--- config.mk ---
export PLATFORM = sky130hd
export DESIGN_NAME = tff_counter_ctrl
export DESIGN_NICKNAME = d
export VERILOG_FILES = /design/src/rtl/tff_pkg.sv /design/src/rtl/tff_cell.sv /design/src/rtl/tff_counter_ctrl.sv
export SDC_FILE = /design/constraint.sdc
export NUM_CORES = 1
export LEC_CHECK = 0
export CORE_MARGIN = 10
export CORE_UTILIZATION = 31
export DETAILED_ROUTE_END_ITERATION = 12
export SLEW_MARGIN = 15
export SYNTH_ARGS = -nofsm -noshare
export SYNTH_HDL_FRONTEND = slang
export SYNTH_HIERARCHICAL = 1
export SYNTH_SLANG_ARGS = --single-unit
--- constraint.sdc ---
create_clock -name clock -period 4.58 [get_ports clock]
set_clock_uncertainty 0.2 [all_clocks]
set_input_delay 0.458 -clock clock [delete_from_list [all_inputs] [get_ports clock]]
set_output_delay 0.458 -clock clock [all_outputs]
set_load 0.02 [all_outputs]
--- src/rtl/tff_pkg.sv ---
// Shared definitions for the T-flip-flop counter controller: FSM state
// encoding and the load-value clamp helper.
package tff_pkg;

    typedef enum logic [1:0] {
        S_IDLE = 2'd0,
        S_RUN  = 2'd1,
        S_DONE = 2'd2
    } state_t;

    // Clamp a load value into 0..modulus-1. Operates on the widest supported
    // counter (16 bits); modulus needs 17 bits so that 2**16 fits.
    function automatic logic [15:0] clamp_load(input logic [15:0] value,
                                               input logic [16:0] modulus);
        logic [16:0] value_ext;
        value_ext = {1'b0, value};
        if (value_ext >= modulus) begin
            clamp_load = 16'(modulus - 17'd1);
        end else begin
            clamp_load = value;
        end
    endfunction

endpackage

--- src/rtl/tff_cell.sv ---
// Single toggle flip-flop: synchronous active-high reset to 0, toggles when t=1.
module tff_cell (
    input  logic clock,
    input  logic reset,
    input  logic t,
    output logic q
);

    logic q_r;

    // Storage bit: clear on reset, otherwise invert when t is asserted.
    always_ff @(posedge clock) begin
        if (reset) begin
            q_r <= 1'b0;
        end else if (t) begin
            q_r <= ~q_r;
        end else begin
            q_r <= q_r;
        end
    end

    assign q = q_r;

endmodule

--- src/rtl/tff_counter_ctrl.sv ---
// Modulo-N up/down counter built from a bank of T cells. The controller only
// computes the desired next value and turns it into per-bit toggle enables;
// the count itself lives in the tff_cell bank.
module tff_counter_ctrl
    import tff_pkg::*;
#(
    parameter int WIDTH   = 4,
    parameter int MODULUS = 10
) (
    input  logic             clock,
    input  logic             reset,
    input  logic             start,
    input  logic             stop,
    input  logic             oneshot,
    input  logic             up,
    input  logic             load,
    input  logic [WIDTH-1:0] load_value,
    output logic [WIDTH-1:0] count,
    output logic             tc,
    output logic             busy,
    output logic             done
);

    localparam logic [WIDTH-1:0] MAX_C  = WIDTH'(MODULUS - 1);
    localparam logic [WIDTH-1:0] ZERO_C = {WIDTH{1'b0}};
    localparam logic [WIDTH-1:0] ONE_C  = WIDTH'(32'd1);

    state_t           state_r;
    state_t           state_s;
    logic             busy_r;
    logic             done_r;
    logic [WIDTH-1:0] count_s;
    logic [WIDTH-1:0] next_s;
    logic [WIDTH-1:0] t_s;
    logic [WIDTH-1:0] load_clamped_s;
    logic             at_max_s;
    logic             at_zero_s;
    logic             advance_s;
    logic             wrap_s;

    // T-cell bank holding the count.
    for (genvar i = 0; i < WIDTH; i++) begin : g_cell
        tff_cell u_cell (
            .clock (clock),
            .reset (reset),
            .t     (t_s[i]),
            .q     (count_s[i])
        );
    end

    assign load_clamped_s = WIDTH'(clamp_load(16'(load_value), 17'(MODULUS)));
    assign at_max_s       = (count_s == MAX_C);
    assign at_zero_s      = (count_s == ZERO_C);
    // Advance only while running and not pre-empted by stop or load.
    assign advance_s      = (state_r == S_RUN) && !stop && !load;
    assign tc             = (state_r == S_RUN) && (up ? at_max_s : at_zero_s);
    assign wrap_s         = advance_s && tc;

    // Next count value: load beats advance, otherwise hold.
    always_comb begin
        next_s = count_s;
        if (load) begin
            next_s = load_clamped_s;
        end else if (advance_s) begin
            if (up) begin
                next_s = at_max_s ? ZERO_C : (count_s + ONE_C);
            end else begin
                next_s = at_zero_s ? MAX_C : (count_s - ONE_C);
            end
        end else begin
            next_s = count_s;
        end
    end

    // Toggle enables: flip exactly the bits that differ between now and next.
    assign t_s = count_s ^ next_s;

    // FSM next-state logic; stop always takes priority over start.
    always_comb begin
        state_s = state_r;
        case (state_r)
            S_IDLE: begin
                if (start && !stop) begin
                    state_s = S_RUN;
                end else begin
                    state_s = S_IDLE;
                end
            end
            S_RUN: begin
                if (stop) begin
                    state_s = S_IDLE;
                end else if (oneshot && wrap_s) begin
                    state_s = S_DONE;
                end else begin
                    state_s = S_RUN;
                end
            end
            S_DONE: begin
                if (stop) begin
                    state_s = S_IDLE;
                end else if (start) begin
                    state_s = S_RUN;
                end else begin
                    state_s = S_DONE;
                end
            end
            default: begin
                state_s = S_IDLE;
            end
        endcase
    end

    // State register plus registered status flags decoded from the next state.
    always_ff @(posedge clock) begin
        if (reset) begin
            state_r <= S_IDLE;
            busy_r  <= 1'b0;
            done_r  <= 1'b0;
        end else begin
            state_r <= state_s;
            busy_r  <= (state_s == S_RUN);
            done_r  <= (state_s == S_DONE);
        end
    end

    assign count = count_s;
    assign busy  = busy_r;
    assign done  = done_r;

endmodule

==> qor.txt, run 1 <==
total setup buffers inserted after CTS -> 0
Leak Pwr -> 0.294 nW
CP most frequent cell -> clkdlybuf4s50_1
number of CTS-inserted buffers -> 3
endpoints failing hold -> 0
first-pass GRT wire length -> 2390 um
# IOs -> 18
vias in the first global route -> 518
commonest non-fill, non-tap cell in the layout -> clkdlybuf4s50_1
Syn. warnings -> 6
clk sinks -> 8
Die H -> 64.0 um
Clock Pin Slew Worst Setup and Hold Paths -> 50 ps
most frequent cells in the layout -> clkdlybuf4s50_1, nor2_1, dfxtp_1
post-layout net count -> 105
Post-synth EDFFs -> 0
RSZ-0062 raised after global routing -> no
critical path type -> in2out
Max Fclk -> 316 MHz
Async S/R FF share, synth -> 0%
CP Launch Type -> input pin
worst skew pair latency -> 250 ps
DRC -> 0
Synth Register Bits -> 8
drt first-iter violations -> 10
synthesized cell area -> 599 um2
sequential cell area fraction in the yosys report -> 26.7%
die area -> 4090 um2
area delta synth->final -> 33.6%
CP endpoint kind -> output port
total track usage -> 7.13%
pin count of the biggest net entering global routing -> 12
Crit path arrival time -> 2510 ps
core area -> 1780 um2
Root Driver -> clkbuf_4
htree depth -> 1
I/O Buffers -> 17
delay-heaviest family, CP -> buffers and inverters
status -> finished clean
top cells by area, synth -> dfxtp_1, xnor2_1, ha_1, nor2_1, mux2i_1
ys flop type -> dfxtp_1
r2r setup slk -> 2310 ps
peak supply drop -> 179 uV
Max-cap violations -> 0
min cycle time layout -> 3170 ps
syn nets -> 86
diode count -> 0
WL final -> 1400 um
Sequential Area -> 160 um2
CTS tree -> done
area share of the leading cell type in the synthesized netlist -> 26.7%
PD cells -> 351 nW/um2
Pins Over Slew Limit -> 0
footprint of the multi-input gates -> 402 um2
Post-Synthesis Cells -> 72
initial antenna violation count -> 0
grt total ovfl -> 0
wire length per cell -> 12.3 um
Max stage delay on crit path -> 690 ps
FILL cells -> 190
site row count -> 15
fraction of layout cells with a size suffix above 1 -> 6.74%
antenna-violating nets left -> 0
Initial Util -> 33.6%
CP max-delay cell -> clkdlybuf4s50_1
Bufs on Longest Clock Path -> 2
maximum fanout along the worst path -> 9
cell taking the most area after synthesis -> dfxtp_1
post-CTS sizing -> 0
Worst EP required -> 3920 ps
relative slew slack -> 73.9%
Yosys cell types -> 29
Die Wd -> 64.0 um
# setup viols final -> 0
Worst-Margin Slew -> 391 ps
Detail Placement HPWL -> 1120 um
CTS Hold Buffers Added -> 0
Sum Neg Setup Slack -> 0 ps
1st-pass router iterations -> 2
Placer Congestion -> 0.729
via count -> 572
Avg Inst Size Synth -> 8.32 um2
Final Util -> 44.9%
worst path bufs/invs -> 2
Hold Path Class -> reg2reg
Via density -> 5.02
fin crit share -> 69.1%
CP cell instances -> clkdlybuf4s50_1, or3b_1, a2111oi_0, clkdlybuf4s50_1
-- cells by family (layout without fill, tap and decap cells) --
family	count (synthesis)	after routing	synth area share (%)
DFF	8	8	26.7
and+or+nand+nor	26	26	23.4
muxes	3	3	5.01
buffers and inverters	7	24	6.26
adders and majority gates	3	3	6.26
AOI/OAI and AO/OA	17	17	20.7
xor gates and xnor gates	8	8	11.7
-- power by group --
part | internal (mW) | total (mW) | switching [mW]
Combinational | 0.0699 | 0.127 | 0.0574
Sequential | 0.0789 | 0.102 | 0.0229
Clock | 0.0299 | 0.0520 | 0.0221
-- cells in the mapped netlist, types with 2 or more instances --
cell,count
nor2_1,9
nand2_1,5
nor3b_1,3
ha_1,3
a21oi_1,2
mux2i_1,3
a221oi_1,2
o31ai_1,3
or2_2,2
xnor2_1,7
or3b_1,3
dfxtp_1,8
inv_1,4
o22ai_1,3
-- worst paths after layout --
check,startpoint,endpoint,cells after the start
worst max-delay path,up,tc,4
worst min-delay path,state_r[0]$_SDFF_PP0_,state_r[1]$_SDFF_PP0_,1
worst max register to register,g_cell[0].u_cell/q$_SDFFE_PP0P_,g_cell[1].u_cell/q$_SDFFE_PP0P_,8
worst min register to register,state_r[0]$_SDFF_PP0_,state_r[1]$_SDFF_PP0_,1
-- registers in the layout (all words and copies together) (netlist names) --
signal           count
g_cell.u_cell/q      4
state_r              2
done                 1
busy                 1
-- cell type report --
type	count	area share, %
clock buffer	3	2.81
tap	25	3.91
sequential	8	20.0
timing repair buffer	17	21.2
inverter	4	1.88
multi-input combinational	57	50.2
-- metal layers --
layer | routed length (um) | track usage, % | up-vias
li1 | - | - | 292
met1 | 582 | 7.73 | 269
met2 | 739 | 11.8 | 9
met3 | 63 | 3.48 | 2
met4 | 14 | 2.46 | 0
met5 | 0 | 0 | -
-- stage by stage --
stage	power, mW	hold WS [ps]	instance area (um2)	cells	worst slack [ps]
3_3_place_gp	0.231	341	778	111	1400
4_1_cts	0.286	351	801	114	1400
5_1_grt	0.307	395	801	114	1250
3_5_place_dp	0.231	342	778	111	1390
2_1_floorplan	0.190	297	599	72	1660
6_report	0.281	348	801	114	1410
Note: power is estimated with default switching activity, not from simulation.
==> run 2: changes to the inputs <==
==> constraint.sdc (replaced) <==
create_clock -name clock -period 3.1 [get_ports clock]
set_clock_uncertainty 0.2 [all_clocks]
set_input_delay 0.31 -clock clock [delete_from_list [all_inputs] [get_ports clock]]
set_output_delay 0.31 -clock clock [all_outputs]
set_load 0.02 [all_outputs]
==> run 2 against run 1 <==
Worst hold slack better by 17 ps. Non-clock buffer count up 2. Sequential share of layout area down 0.43 points. Utilization up 0.98 points. Routed wire length up 7.2%. Die area unchanged. Final cell count up 1.8%. Combinational power up 70%. Global-route usage up 0.95 points. Largest power group unchanged. Highest routed layer unchanged.
==> qor.txt, run 2 (synthesized netlist as in run 1, its figures left out) <==
worst skew pair latency -> 250 ps (about the same)
Root Driver -> clkbuf_4
routed wl met3 -> 92 um (+46%)
WHS Path Cells -> 1 (unchanged)
clk sinks -> 8 (unchanged)
Sum Neg Setup Slack -> 0 ps (unchanged)
critical path type -> reg2out
Die H -> 64.0 um (unchanged)
relative slew slack -> 72.6% (-1.3 points)
core area -> 1780 um2 (unchanged)
FILL cells -> 188 (-1.1%)
Die Wd -> 64.0 um (unchanged)
endpoints failing hold -> 0 (unchanged)
footprint of the multi-input gates -> 402 um2 (unchanged)
total power -> 0.430 mW (+53%)
CP Launch Type -> register
I/O Buffers -> 17 (unchanged)
total stage count of the critical path -> 5 (+1)
Crit path arrival time -> 2000 ps (-510 ps)
top layer in use -> met4
CP max-delay cell -> or3b_1
area delta synth->final -> 36.5%
Worst EP required -> 2590 ps (-1330 ps)
peak supply drop -> 327 uV (+83%)
design area -> 818 um2 (+2.2%)
site row count -> 15 (unchanged)
diode count -> 0 (unchanged)
CP cell instances -> inv_1, ha_1, or3b_1, a2111oi_0, dlymetal6s2s_1
min cycle time layout -> 2510 ps
Sequential Area -> 160 um2 (unchanged)
vias in the first global route -> 548 (+5.8%)
fraction of layout cells with a size suffix above 1 -> 8.79% (+2.0 points)
most frequent cells in the layout -> clkdlybuf4s50_1, nor2_1, dfxtp_1
Bufs on Longest Clock Path -> 2 (unchanged)
1st-pass router iterations -> 4 (+2)
Initial Util -> 33.6% (unchanged)
delay-heaviest family, CP -> buffers and inverters
number of CTS-inserted buffers -> 3 (unchanged)
initial antenna violation count -> 0 (unchanged)
total track usage -> 8.08% (+0.95 points)
antenna-violating nets left -> 0 (unchanged)
die area -> 4090 um2 (unchanged)
Worst-Margin Slew -> 410 ps (+19.5 ps)
Worst R2R Path Depth -> 8 (unchanged)
Max-cap violations -> 0 (unchanged)
worst path bufs/invs -> 2 (unchanged)
commonest non-fill, non-tap cell in the layout -> clkdlybuf4s50_1
first-pass GRT wire length -> 2600 um (+9.0%)
CP endpoint kind -> output port
pin count of the biggest net entering global routing -> 12 (unchanged)
Hold Path Class -> reg2reg
maximum fanout along the worst path -> 7 (-2)
Clock Pin Slew Worst Setup and Hold Paths -> 50 ps (about the same)
number of flip-flops in the largest register -> 4 (unchanged)
RSZ-0062 raised after global routing -> no
post-layout net count -> 107 (+1.9%)
Leak Pwr -> 0.322 nW (+9.6%)
fin crit share -> 81.1%
WL final -> 1500 um (+7.2%)
status -> finished clean
total setup buffers inserted after CTS -> 0 (unchanged)
CTS Hold Buffers Added -> 0 (unchanged)
Max Fclk -> 398 MHz
DRT met1 WL -> 613 um (+5.3%)
htree depth -> 1 (unchanged)
CTS tree -> done
Pins Over Slew Limit -> 0 (unchanged)
via count -> 561 (-1.9%)
wire length per cell -> 12.9 um (+5.4%)
# IOs -> 18 (unchanged)
grt total ovfl -> 0 (unchanged)
PD cells -> 526 nW/um2 (+50%)
Placed Area -> 793 um2 (+1.9%)
Max stage delay on crit path -> 380 ps (-310 ps)
drt first-iter violations -> 4 (-6)
Placer Congestion -> 0.804 (+10%)
Detail Placement HPWL -> 1240 um (+10%)
metal2 WL -> 764 um (+3.4%)
Via density -> 4.84 (-3.6%)
# setup viols final -> 0 (unchanged)
DRC -> 0 (unchanged)
## run 2: changes by cell type in the layout (fill, tap and decap cells not counted)
cell / before / now
buf_4: 0 / 2
clkdlybuf4s50_1: 17 / 16
dlymetal6s2s_1: 0 / 1
## run 2: cell type report
type	count	area share [%]
clock buffers	3	2.75
inverters	4	1.83
multi-input cells	57	49.1
flip-flops and latches	8	19.6
well taps	25	3.82
repair buffers	19	22.9
## run 2: path summary, 6_finish.rpt
path,from,endpoint,slack (ps)
max,g_cell[1].u_cell/q$_SDFFE_PP0P_,tc,590
max reg2reg,g_cell[1].u_cell/q$_SDFFE_PP0P_,g_cell[1].u_cell/q$_SDFFE_PP0P_,870
min reg2reg,state_r[0]$_SDFF_PP0_,state_r[1]$_SDFF_PP0_,360
min,state_r[0]$_SDFF_PP0_,state_r[1]$_SDFF_PP0_,360
## run 2: where the power goes
part	leakage [nW]	switching (mW)	total, mW	internal, mW
logic	0.242	0.105	0.216	0.111
clock network	0.0138	0.0345	0.0787	0.0442
registers	0.0656	0.0195	0.136	0.117
## run 2: repair_timing
action / 4_1_cts / 5_1_grt
hold endpoints to repair: 0 / 0
endpoints found under the setup margin: 0 / 1
gates resized for setup: 0 / 1
## run 2: worst register-to-register path, stage by stage (launching register included)
cell and delay (ps):
dfxtp_1 450, inv_1 130, ha_1 320, or2_2 300
o22ai_1 180, xnor2_1 90, o31ai_1 250, xnor2_1 160
nor2_1 50
## run 2: through the flow
stage	setup WS, ps	util (%)	hold WS (ps)	std cells
floorplan	327	-	182	72
global placement	360	44.5	350	113
detailed placement	367	44.5	360	113
CTS	126	45.8	368	116
global route	357	45.9	409	116
finish	587	45.9	364	116
## run 2: routing by layer
| layer | global-route usage [%] | up-vias |
|---|---|---|
| met1 | 8.80 | 254 |
| met2 | 12.9 | 10 |
| met5 | 0 | - |
| met3 | 3.66 | 2 |
| met4 | 4.10 | 0 |
| li1 | - | 295 |
==> run 3: changes to the inputs <==
==> constraint.sdc (replaced) <==
create_clock -name clock -period 2.4 [get_ports clock]
set_clock_uncertainty 0.2 [all_clocks]
set_input_delay 0.24 -clock clock [delete_from_list [all_inputs] [get_ports clock]]
set_output_delay 0.24 -clock clock [all_outputs]
set_load 0.02 [all_outputs]
==> run 3 against run 2 <==
Sequential share of layout area is 1.2 points lower. Global-route usage is 0.52 points lower. First-iteration DRC count grew to 2.8 times the previous value. Largest cell class unchanged. Via count is 5.7% higher. Setup slack worse by 380 ps. Clock power is 23% higher. Flip-flop and latch count stayed put. Sequential power is 22% higher.
==> qor.txt, run 3 (synthesized netlist as in run 1, its figures left out) <==
top layer in use -> met3
# IOs -> 18 (unchanged)
worst skew pair latency -> 250 ps (about the same)
CTS tree -> done
Root Driver -> clkbuf_4
initial antenna violation count -> 0 (unchanged)
metal2 WL -> 784 um (+2.6%)
1st-pass router iterations -> 4 (unchanged)
Min Hold Slack -> 362 ps (-2.27 ps)
Via density -> 4.82 (-0.31%)
wire length per cell -> 12.4 um (-3.9%)
min cycle time layout -> 2190 ps
Crit path arrival time -> 1750 ps (-250 ps)
endpoints failing hold -> 0 (unchanged)
Bufs on Longest Clock Path -> 2 (unchanged)
post-layout net count -> 114 (+6.5%)
PnR worst setup slack -> 211 ps (-376 ps)
Post-Place Worst Slack -> -160 ps (-528 ps)
first-pass GRT wire length -> 2520 um (-3.2%)
vias in the first global route -> 569 (+3.8%)
die area -> 4090 um2 (unchanged)
fin crit share -> 91.2%
DRC -> 0 (unchanged)
diode count -> 0 (unchanged)
Max Fclk -> 457 MHz
relative slew slack -> 76.2% (+3.6 points)
fraction of layout cells with a size suffix above 1 -> 17.3% (+8.6 points)
pin count of the biggest net entering global routing -> 11 (-1)
CP cell instances -> inv_1, ha_1, or3b_1, a2111oi_2, clkbuf_2
I/O Buffers -> 17 (unchanged)
Die H -> 64.0 um (unchanged)
number of CTS-inserted buffers -> 3 (unchanged)
Clock Pin Slew Worst Setup and Hold Paths -> 50 ps (about the same)
CP endpoint kind -> output port
commonest non-fill, non-tap cell in the layout -> clkdlybuf4s50_1
DRT met1 WL -> 643 um (+4.9%)
total power -> 0.575 mW (+34%)
drt first-iter violations -> 11 (+7)
Max stage delay on crit path -> 380 ps (about the same)
via count -> 593 (+5.7%)
RSZ-0062 raised after global routing -> no
Max-cap violations -> 0 (unchanged)
area delta synth->final -> 45.1%
CP Launch Type -> register
Detail Placement HPWL -> 1240 um (+0.42%)
Leak Pwr -> 0.339 nW (+5.5%)
CP max-delay cell -> or3b_1
Pins Over Slew Limit -> 0 (unchanged)
r2r setup slk -> 360 ps (-510 ps)
Initial Util -> 33.6% (unchanged)
PD cells -> 662 nW/um2 (+26%)
core area -> 1780 um2 (unchanged)
Worst-Margin Slew -> 352 ps (-58.0 ps)
htree depth -> 1 (unchanged)
most frequent cells in the layout -> clkdlybuf4s50_1, nor2_1, buf_4
peak supply drop -> 356 uV (+8.8%)
site row count -> 15 (unchanged)
# setup viols final -> 0 (unchanged)
total track usage -> 7.55% (-0.52 points)
routed wl met3 -> 102 um (+11%)
delay-heaviest family, CP -> simple AND/OR/NAND/NOR gates
critical path type -> reg2out
Worst EP required -> 1960 ps (-630 ps)
dpl cells -> 120 (+6.2%)
Hold Path Class -> reg2reg
maximum fanout along the worst path -> 2 (-5)
Placer Congestion -> 0.798 (-0.78%)
grt total ovfl -> 0 (unchanged)
antenna-violating nets left -> 0 (unchanged)
clk sinks -> 8 (unchanged)
non-filler cells, final -> 123 (+6.0%)
worst path bufs/invs -> 2 (unchanged)
status -> finished clean
WL final -> 1530 um (+1.9%)
Die Wd -> 64.0 um (unchanged)
number of flip-flops in the largest register -> 4 (unchanged)
-- run 3: area by class of cell --
type / instances / area (um2)
inverters: 4 / 15.0
clock buffers: 3 / 22.5
fillers: 201 / 913
flip-flops and latches: 8 / 160
multi-input cells: 57 / 408
repair buffers: 26 / 233
well taps: 25 / 31.3
-- run 3: routing by layer --
metal	vias up	track usage [%]
li1	312	-
met3	0	3.31
met5	-	0
met1	269	8.02
met2	12	12.7
met4	0	3.28
-- run 3: stage by stage --
stage	utilization, %	area [um2]	TNS (ps)
3_3_place_gp	47.8	852	-157
2_1_floorplan	-	606	0
3_5_place_dp	47.8	852	-160
6_report	48.8	870	0
5_1_grt	48.8	870	0
4_1_cts	49.0	873	0
-- run 3: worst reg2reg max path: stages, from the launching register on --
cell and delay [ps]:
dfxtp_1 300, inv_1 70, ha_1 160, buf_4 110, nor3b_1 230, mux2i_1 120
o31ai_1 250, mux2i_1 280, xnor2_1 140, nor2_1 50
-- run 3: worst paths after layout --
check        depth (start not counted)                               to                            start
max                                  5                               tc  g_cell[1].u_cell/q$_SDFFE_PP0P_
min                                  1            state_r[1]$_SDFF_PP0_            state_r[0]$_SDFF_PP0_
max reg2reg                          9  g_cell[0].u_cell/q$_SDFFE_PP0P_  g_cell[1].u_cell/q$_SDFFE_PP0P_
min reg2reg                          1            state_r[1]$_SDFF_PP0_            state_r[0]$_SDFF_PP0_
-- run 3: timing repair --
action,CTS,global route
resized for setup,1,3
endpoints found under the setup margin,1,1
buffers inserted,0,0
hold buffers,0,0
-- run 3: report_power, final --
part	internal (mW)	leakage [nW]	switching [mW]
clock network	0.0568	0.0138	0.0400
logic	0.165	0.260	0.148
registers	0.151	0.0656	0.0152
